[config.mk]
export PLATFORM = sky130hd
export DESIGN_NAME = serial_shifter
export DESIGN_NICKNAME = d
export VERILOG_FILES = /design/src/rtl/serial_shifter_pkg.sv /design/src/rtl/serial_shifter_step.sv /design/src/rtl/serial_shifter.sv
export SDC_FILE = /design/constraint.sdc
export NUM_CORES = 1
export LEC_CHECK = 0
export CAP_MARGIN = 20
export CORE_MARGIN = 4
export CORE_UTILIZATION = 40
export CTS_CLUSTER_DIAMETER = 60
export DETAILED_ROUTE_END_ITERATION = 7
export GPL_ROUTABILITY_DRIVEN = 0
export HOLD_SLACK_MARGIN = 0.06
export PLACE_DENSITY = 0.69
export REMOVE_ABC_BUFFERS = 1
export SLEW_MARGIN = 10
export SYNTH_ARGS = -nofsm -noshare
export SYNTH_HDL_FRONTEND = slang
export SYNTH_HIERARCHICAL = 1
export SYNTH_SLANG_ARGS = --single-unit
[constraint.sdc]
create_clock -name clk -period 1.7 [get_ports clk]
set_input_delay 0.34 -clock clk [delete_from_list [all_inputs] [get_ports clk]]
set_output_delay 0.34 -clock clk [all_outputs]
set_load 0.005 [all_outputs]
[src/rtl/serial_shifter_pkg.sv]
// -----------------------------------------------------------------------------
// serial_shifter_pkg
//   Shared types for the serial shifter:
//     mode_e  : operation codes (LSL, LSR, ASR, ROL, ROR); codes 101..111 are
//               illegal and treated as pass-through.
//     state_e : controller states IDLE / SHIFT / DONE.
//     mode_legal() : tells whether an operation code is implemented in this
//               build. With SERIAL_SHIFTER_ROTATE_EN undefined, ROL and ROR
//               are reported illegal so they fall back to pass-through.
// -----------------------------------------------------------------------------
package serial_shifter_pkg;

  typedef enum logic [2:0] {
    MODE_LSL = 3'b000,
    MODE_LSR = 3'b001,
    MODE_ASR = 3'b010,
    MODE_ROL = 3'b011,
    MODE_ROR = 3'b100
  } mode_e;

  typedef enum logic [1:0] {
    ST_IDLE  = 2'b00,
    ST_SHIFT = 2'b01,
    ST_DONE  = 2'b10
  } state_e;

  // Highest operation code that this build actually implements.
`ifdef SERIAL_SHIFTER_ROTATE_EN
  localparam logic [2:0] MODE_LAST = MODE_ROR;
`else
  localparam logic [2:0] MODE_LAST = MODE_ASR;
`endif

  function automatic logic mode_legal(input logic [2:0] m);
    return (m <= MODE_LAST);
  endfunction

endpackage

[src/rtl/serial_shifter_step.sv]
// -----------------------------------------------------------------------------
// shift_step
//   Purely combinational single-cycle shift of data_i by amt_i positions,
//   where amt_i is at most STEP. Produces the shifted word and the final
//   vacated bit, which stays cleared for a zero distance or an unimplemented
//   mode.
//   Built as a chain of STEP one-position stages so the "last vacated bit"
//   falls out naturally from the final active stage.
//
//   Parameters : WIDTH (data width), STEP (max positions per cycle),
//                AW (shift-amount width).
//   Ports      : data_i  in  WIDTH  word to shift
//                mode_i  in  3      operation code (mode_e)
//                amt_i   in  AW     positions to shift this cycle, 0..STEP
//                data_o  out WIDTH  shifted word
//                vac_o   out 1      last bit shifted/rotated out
//   Rotate stages exist only when SERIAL_SHIFTER_ROTATE_EN is defined.
// -----------------------------------------------------------------------------
module shift_step
  import serial_shifter_pkg::*;
#(
  parameter int WIDTH = 8,
  parameter int STEP  = 1,
  parameter int AW    = $clog2(WIDTH)
) (
  input  logic [WIDTH-1:0] data_i,
  input  logic [2:0]       mode_i,
  input  logic [AW-1:0]    amt_i,
  output logic [WIDTH-1:0] data_o,
  output logic             vac_o
);

  logic [WIDTH-1:0] d;
  logic             v;

  always_comb begin
    d = data_i;
    v = 1'b0;
    for (int i = 0; i < STEP; i++) begin
      // Stage i is active only while fewer than amt_i positions are done.
      if (i < int'(amt_i)) begin
        case (mode_i)
          MODE_LSL: begin
            v = d[WIDTH-1];
            d = {d[WIDTH-2:0], 1'b0};
          end
          MODE_LSR: begin
            v = d[0];
            d = {1'b0, d[WIDTH-1:1]};
          end
          MODE_ASR: begin
            v = d[0];
            d = {d[WIDTH-1], d[WIDTH-1:1]};
          end
`ifdef SERIAL_SHIFTER_ROTATE_EN
          MODE_ROL: begin
            v = d[WIDTH-1];
            d = {d[WIDTH-2:0], d[WIDTH-1]};
          end
          MODE_ROR: begin
            v = d[0];
            d = {d[0], d[WIDTH-1:1]};
          end
`endif
          default: begin
            v = 1'b0;
          end
        endcase
      end
    end
  end

  assign data_o = d;
  assign vac_o  = v;

endmodule

[src/rtl/serial_shifter.sv]
// -----------------------------------------------------------------------------
// serial_shifter
//   Multi-cycle barrel-free shifter: an accepted request shifts the operand
//   by up to STEP positions per clock until the requested distance is done.
//   Supports LSL, LSR, ASR and (with SERIAL_SHIFTER_ROTATE_EN defined) ROL
//   and ROR. Illegal codes and zero distance complete immediately with the
//   operand passed through unchanged.
//
//   Parameters : WIDTH (>=2), STEP (1..WIDTH-1); AW = $clog2(WIDTH).
//   Ports      : clk    in   1      rising-edge clock
//                rst    in   1      asynchronous active-high reset
//                start  in   1      request, sampled while not busy
//                mode   in   3      000 LSL,001 LSR,010 ASR,011 ROL,100 ROR
//                amt    in   AW     shift distance 0..WIDTH-1
//                din    in   WIDTH  operand, captured on accept
//                busy   out  1      high while in SHIFT
//                done   out  1      one-cycle completion pulse
//                dout   out  WIDTH  result register
//                cout   out  1      last bit shifted/rotated out
//   Build option: SERIAL_SHIFTER_ROTATE_EN enables the rotate datapath.
// -----------------------------------------------------------------------------
module serial_shifter
  import serial_shifter_pkg::*;
#(
  parameter  int WIDTH = 8,
  parameter  int STEP  = 1,
  localparam int AW    = $clog2(WIDTH)
) (
  input  logic             clk,
  input  logic             rst,
  input  logic             start,
  input  logic [2:0]       mode,
  input  logic [AW-1:0]    amt,
  input  logic [WIDTH-1:0] din,
  output logic             busy,
  output logic             done,
  output logic [WIDTH-1:0] dout,
  output logic             cout
);

  // STEP < WIDTH <= 2**AW, so it always fits the shift-amount width.
  localparam logic [AW-1:0] STEP_A = AW'(STEP);

  state_e           state_q;
  logic [WIDTH-1:0] dout_q;
  logic             cout_q;
  logic [AW-1:0]    rem_q;
  logic [2:0]       mode_q;
  logic             busy_q;
  logic             done_q;

  // Positions to move on this SHIFT edge: min(remaining, STEP).
  logic [AW-1:0]    step_amt_d;
  logic [WIDTH-1:0] dout_d;
  logic             cout_d;
  logic             start_direct_done;

  assign step_amt_d = (rem_q > STEP_A) ? STEP_A : rem_q;

  // Zero distance or an unimplemented code skips SHIFT entirely.
  assign start_direct_done = (amt == '0) || !mode_legal(mode);

  shift_step #(
    .WIDTH (WIDTH),
    .STEP  (STEP),
    .AW    (AW)
  ) u_step (
    .data_i (dout_q),
    .mode_i (mode_q),
    .amt_i  (step_amt_d),
    .data_o (dout_d),
    .vac_o  (cout_d)
  );

  always_ff @(posedge clk or posedge rst) begin
    if (rst) begin
      state_q <= ST_IDLE;
      dout_q  <= '0;
      cout_q  <= 1'b0;
      rem_q   <= '0;
      mode_q  <= MODE_LSL;
      busy_q  <= 1'b0;
      done_q  <= 1'b0;
    end else begin
      case (state_q)
        ST_SHIFT: begin
          // start and operand inputs are deliberately ignored here.
          dout_q <= dout_d;
          cout_q <= cout_d;
          rem_q  <= rem_q - step_amt_d;
          if (rem_q == step_amt_d) begin
            state_q <= ST_DONE;
            busy_q  <= 1'b0;
            done_q  <= 1'b1;
          end
        end
        default: begin
          // IDLE and DONE both accept a new request; DONE lasts one cycle.
          if (start) begin
            dout_q <= din;
            rem_q  <= amt;
            mode_q <= mode;
            cout_q <= 1'b0;
            if (start_direct_done) begin
              state_q <= ST_DONE;
              busy_q  <= 1'b0;
              done_q  <= 1'b1;
            end else begin
              state_q <= ST_SHIFT;
              busy_q  <= 1'b1;
              done_q  <= 1'b0;
            end
          end else begin
            state_q <= ST_IDLE;
            busy_q  <= 1'b0;
            done_q  <= 1'b0;
          end
        end
      endcase
    end
  end

  assign busy = busy_q;
  assign done = done_q;
  assign dout = dout_q;
  assign cout = cout_q;

endmodule

# Yosys cells after proc, flatten, opt, wreduce, memory -nomap -nowiden
# Cells that the tools add are included.
dict set report word_totals {
  inputBits 17
  reg_bits 19
  word_cells 54
}
dict set report classes {
  n_lt_le_gt_ge 3
  n_eq_ne 9
  n_mux 23
  reduce_logical 9
  n_bitwise 1
  addsub 1
}
# op count
set op_table {}
lappend op_table {{8-bit two-way mux} 3}
lappend op_table {{8-bit one-hot mux with 3 select lines} 1}
lappend op_table {{1-bit two-way mux} 11}
lappend op_table {{3-bit two-way mux} 3}
lappend op_table {{2-bit two-way mux} 4}
lappend op_table {{3-bit zero test} 2}
lappend op_table {{2-bit != test (second input constant)} 2}
lappend op_table {{4-bit by 1-bit != test with 1-bit output (second input constant)} 1}
lappend op_table {{4-bit AND reduction} 1}
lappend op_table {{3-bit by 1-bit == test with 1-bit output (second input constant)} 1}
lappend op_table {{3-bit by 2-bit == test with 1-bit output (second input constant)} 1}
lappend op_table {{3-bit == test} 1}
lappend op_table {{3-bit by 1-bit greater-than comparator with 1-bit output (second input constant)} 1}
lappend op_table {{3-bit by 2-bit <= comparator with 1-bit output (second input constant)} 1}
lappend op_table {{1-bit by 3-bit less-than comparator with 1-bit output (first input constant)} 1}
lappend op_table {{3-bit by 1-bit != test with 1-bit output (second input constant)} 1}
lappend op_table {{3-bit AND reduction} 1}
lappend op_table {{3-bit subtractor} 1}
lappend op_table {{2-bit by 1-bit == test with 1-bit output (second input constant)} 1}
lappend op_table {{2-bit by 1-bit != test with 1-bit output (second input constant)} 1}
lappend op_table {{1-bit one-hot mux with 2 select lines} 1}
lappend op_table {{2-bit AND reduction} 1}
lappend op_table {{2-bit nonzero test} 1}
lappend op_table {{2-bit OR reduction} 1}
lappend op_table {{3 further kinds} 3}

# Logic depth before layout (Yosys ltp)
dict set report logic_depth {
  depth_word 6
  ltp_mapped 7
}

# Hierarchy
# The synthesis kept the hierarchy.
# module instances cells_per_inst area_per_inst_um2
set by_module_without_submodules {}
lappend by_module_without_submodules {serial_shifter 1 80 847.1}
lappend by_module_without_submodules {shift_step 1 53 374.1}

# Worst setup path after synthesis
# Ideal clock, no wire load.
dict set report synth_timing {
  path_type {reg-to-reg}
  from {reg rem_q[1]}
  to {reg dout_q[7], in the netlist dout[7]}
  arrival_ns 1.702
  n_path_buf 1
  stages_incl_launch_ff 8
  t_required_ns 1.574
  setup_ns 0.126
  setup_slack_ns -0.128
  path_cell_list {dfrtp_1 > or3_1 > nor3_2 > or3_1 > buf_6 > mux2_4 > nand2_1 > o21ai_0}
}
dict set report synth_via {
  elab_chain_cells 5
}
# item line_no
set synth_rtl {}
lappend synth_rtl {{from (decl)} serial_shifter.sv:47} ;# logic [AW-1:0] rem_q;
lappend synth_rtl {{from (signal assigned)} serial_shifter.sv:90} ;# rem_q <= rem_q - step_amt_d;
lappend synth_rtl {{from (signal assigned)} serial_shifter.sv:101} ;# rem_q <= amt;
lappend synth_rtl {{3-bit by 1-bit greater-than comparator with 1-bit output} serial_shifter.sv:58} ;# assign step_amt_d = (rem_q > STEP_A) ? STEP_A : rem_q;
lappend synth_rtl {{3-bit two-way mux} serial_shifter.sv:58}
lappend synth_rtl {{via step_amt_d[0]} serial_shifter.sv:53} ;# logic [AW-1:0] step_amt_d;
lappend synth_rtl {{1-bit by 3-bit less-than comparator with 1-bit output} serial_shifter_step.sv:41} ;# if (i < int'(amt_i)) begin
lappend synth_rtl {{2-bit by 1-bit != test with 1-bit output (no line)} --}
lappend synth_rtl {{4-bit AND reduction (no line)} --}
lappend synth_rtl {{to (signal assigned)} serial_shifter.sv:88} ;# dout_q <= dout_d;
lappend synth_rtl {{to (signal assigned)} serial_shifter.sv:100} ;# dout_q <= din;
lappend synth_rtl {{to (decl)} serial_shifter.sv:45} ;# logic [WIDTH-1:0] dout_q;
# The timed path passes the listed nets, and every way through them passes these cells.
# A chain may end at the register's enable or synchronous reset.

# Worst setup path in the final report
dict set report layout_timing {
  from {reg rem_q[2]}
  to {reg dout_q[7], in the netlist dout[7]}
}
# The elaborated chain is that of the path after synthesis.

==> reports/qor.yml <==
synth:
  yosysMostFrequentCell: "o21ai_0"
  synth_area_leaders: "dfrtp_1, mux2i_1, o21ai_0"
  ys_ff_latch: 17
  postSynth.asyncResetShare_pct: 100
  yosys_warnings: 6
  synth-edff-count: 0
  yosys.area.top_type: "dfrtp_1"
  synth.distinct_cells: 36
  yosys-top-cells-count: "o21ai_0, dfrtp_1, mux2i_1"
  syn_area_per_cell_um2: 9.18
  synth_top_area_share_pct: 34.8
  syn_inst: 133
  synthFlopType: "dfrtp_1"
  synth-seq-area-share_pct: 34.8
  syn_area_mm2: 0.00122
cells_and_area:
  nNetsFinal: 189
  layoutNonFillerInstCount: 200
  areaGrowthSynthToFinish_pct: 39.3
  fin_area_mm2: 0.00170
  diodes: 0
  final_util_pct: 60.2
  drive_gt1_share_pct: 24.9
setup_path:
  end_kind: "flip-flop"
  crit_slowest_cell: "dfrtp_1"
  cp_cell_sequence: "or3_4 -> buf_6 -> nor3_4 -> or3_4 -> mux2_4 -> nand2_2 -> o21ai_2"
  reg2reg_from: "rem_q[2]"
  r2r.worst_path.cells: 7
  required_ns: 1.89
  worst_ep_arrival_time_ns: 1.91
  crit_type: "reg -> reg"
  startpoint_type: "flip-flop"
  slowest_delay_ns: 0.39
  crit_top_cell: "or3_4"
  cp-startpoint: "rem_q[2]"
  path_max_fanout: 2
power:
  peakVddDrop_uv: 829
  powerDensity_mw_per_mm2: 1550
  p_leak_nw: 0.710
route:
  drc: 0
  vias: 1150
  first_pass_iters: 4
  via_per_inst: 5.75
  ant_nets: 0
  drt_iter0_markers: 33
  wl_per_cell_um: 14.9
  drt_wl_total_mm: 2.98
global_route:
  grtUsageMet3_pct: 3.55
  grt_pass1_vias: 1142
  use_met2_pct: 27.1
  grt_pass1_wl_mm: 5.14
  gr-max-usage-layer: "met2"
  grt_max_degree: 25
  grt.total_usage_pct: 15.8
  antenna_found_initial: 0
  met1_usage_pct: 18.8
  overflow: 0
placed_design:
  port_buffers: 27
  dp.cells: 195
  hpwl_mm: 2.09
  place_area_mm2: 0.00158
min_path:
  hp-class: "in -> async"
die:
  coreArea_mm2: 0.00283
  die_h_um: 63.3
  num_rows: 19
  initial_utilization_pct: 43.2
  io-pin-count: 28
  die_x_um: 63.3
  die_area_mm2: 0.00400
timing:
  post-route-min-period_ns: 1.72
  fin_ws_ns: -0.0207
  finalSetupTns_ns: -0.0316
  report.final.slew_viol_count: 0
  grt_setup_unrepaired: "true"
  finalCritPeriodShare_pct: 101
  fin_skew_ns: 0.00390
  setup-violations-final: 2
  fmax_mhz: 581
  hold_viol_final: 0
cts:
  path_clk_slew_ns: 0.11
  cts_max_path_buffers: 2
  htreeDepth: 1
  cts_made_buffers: 3
  tritoncts: "yes"
  clkSinkCount: 17
  clock_latency_ns: 0.29
  root_buffer: "clkbuf_4"
  cts-hold-fix-buffers: 0
run_status:
  outcome: "finished with violations"
  violations: "setup timing"
flow_run:
  cap_violations: 0
## critical path: cells and delay by family, from the launching register on
family	cells	cell delay (ns)
AOI/OAI and AO/OA	1	0.05
buffers and inverters	1	0.13
DFF	1	0.39
muxes	1	0.29
and+or+nand+nor	4	0.76
## metrics by stage
step / total power [W] / hold WS, ns / setup WS [ns]
final: 0.00264 / 0.343 / -0.0207
after global placement: 0.00221 / 0.534 / -0.0655
after floorplan: 0.00160 / 0.266 / -0.166
after global routing: 0.00287 / 0.363 / -0.0917
after CTS: 0.00260 / 0.339 / -0.00986
after detailed placement: 0.00226 / 0.540 / -0.0956
## logic make-up (layout without fill, tap and decap cells)
family / Yosys count / after routing / synth area share (%)
AOI/OAI and AO/OA: 41 / 41 / 22.0
and+or+nand+nor: 38 / 38 / 17.6
muxes: 19 / 19 / 16.7
DFF: 17 / 17 / 34.8
buffers and inverters: 15 / 48 / 6.45
adders and majority gates: 2 / 2 / 2.05
other: 1 / 4 / 0.307
## metal layers
layer | vias to the layer above | part of all wire (%)
li1 | 563 | -
met1 | 548 | 43
met2 | 33 | 51
met3 | 6 | 4.8
met4 | 0 | 1.6
met5 | - | 0
## power breakdown
part           switching, W  leakage [nW]  total (W)  internal (W)
clock network      0.000134        0.0177   0.000222     0.0000875
logic              0.000678         0.492    0.00156      0.000886
registers          0.000255         0.200   0.000855      0.000600
total               0.00107         0.710    0.00264       0.00157
## state kept, by name (all words and copies together) (netlist names)
register and count:
dout 8, mode_q 3, rem_q 3, state_q 2, cout 1
## placed cells by master (no fill, tap or decap), types with 3 or more instances in the layout
cell type         n
clkdlybuf4s50_1  27
mux2i_1          14
dfrtp_1          12
nand2_1          11
o21ai_0          10
buf_4             9
o21ai_1           7
o211ai_1          7
and3_1            6
dfrtp_2           5
a41oi_2           5
inv_1             4
conb_1            4
a211oi_1          3
nand3_1           3
mux2_2            3
nor2b_1           3
or3_4             3
clkbuf_4          3
buf_6             3
## timing repair
item | CTS | global route
gates resized for setup | 17 | 11
pin swaps | 8 | 2
buffers inserted | 0 | 1
endpoints found under the setup margin | 8 | 13
## final timing paths
kind	to	slack (ns)
setup / recovery	dout[7]	-0.02
max in group asynchronous	dout[3]	1.15
min in group clk	cout	0.55
hold reg to reg	cout	0.55
setup reg to reg	dout[7]	-0.02
hold / removal	dout[6]	0.34
## cell type report
cell class	count	area, um2
well taps	31	38.8
multi-input cells	104	797
flip-flops and latches	17	432
repair buffers	40	392
clock buffers	3	22.5
fillers	267	1130
clock inverters	1	5.00
inverters	4	15.0
(Power assumes the default switching activity.)
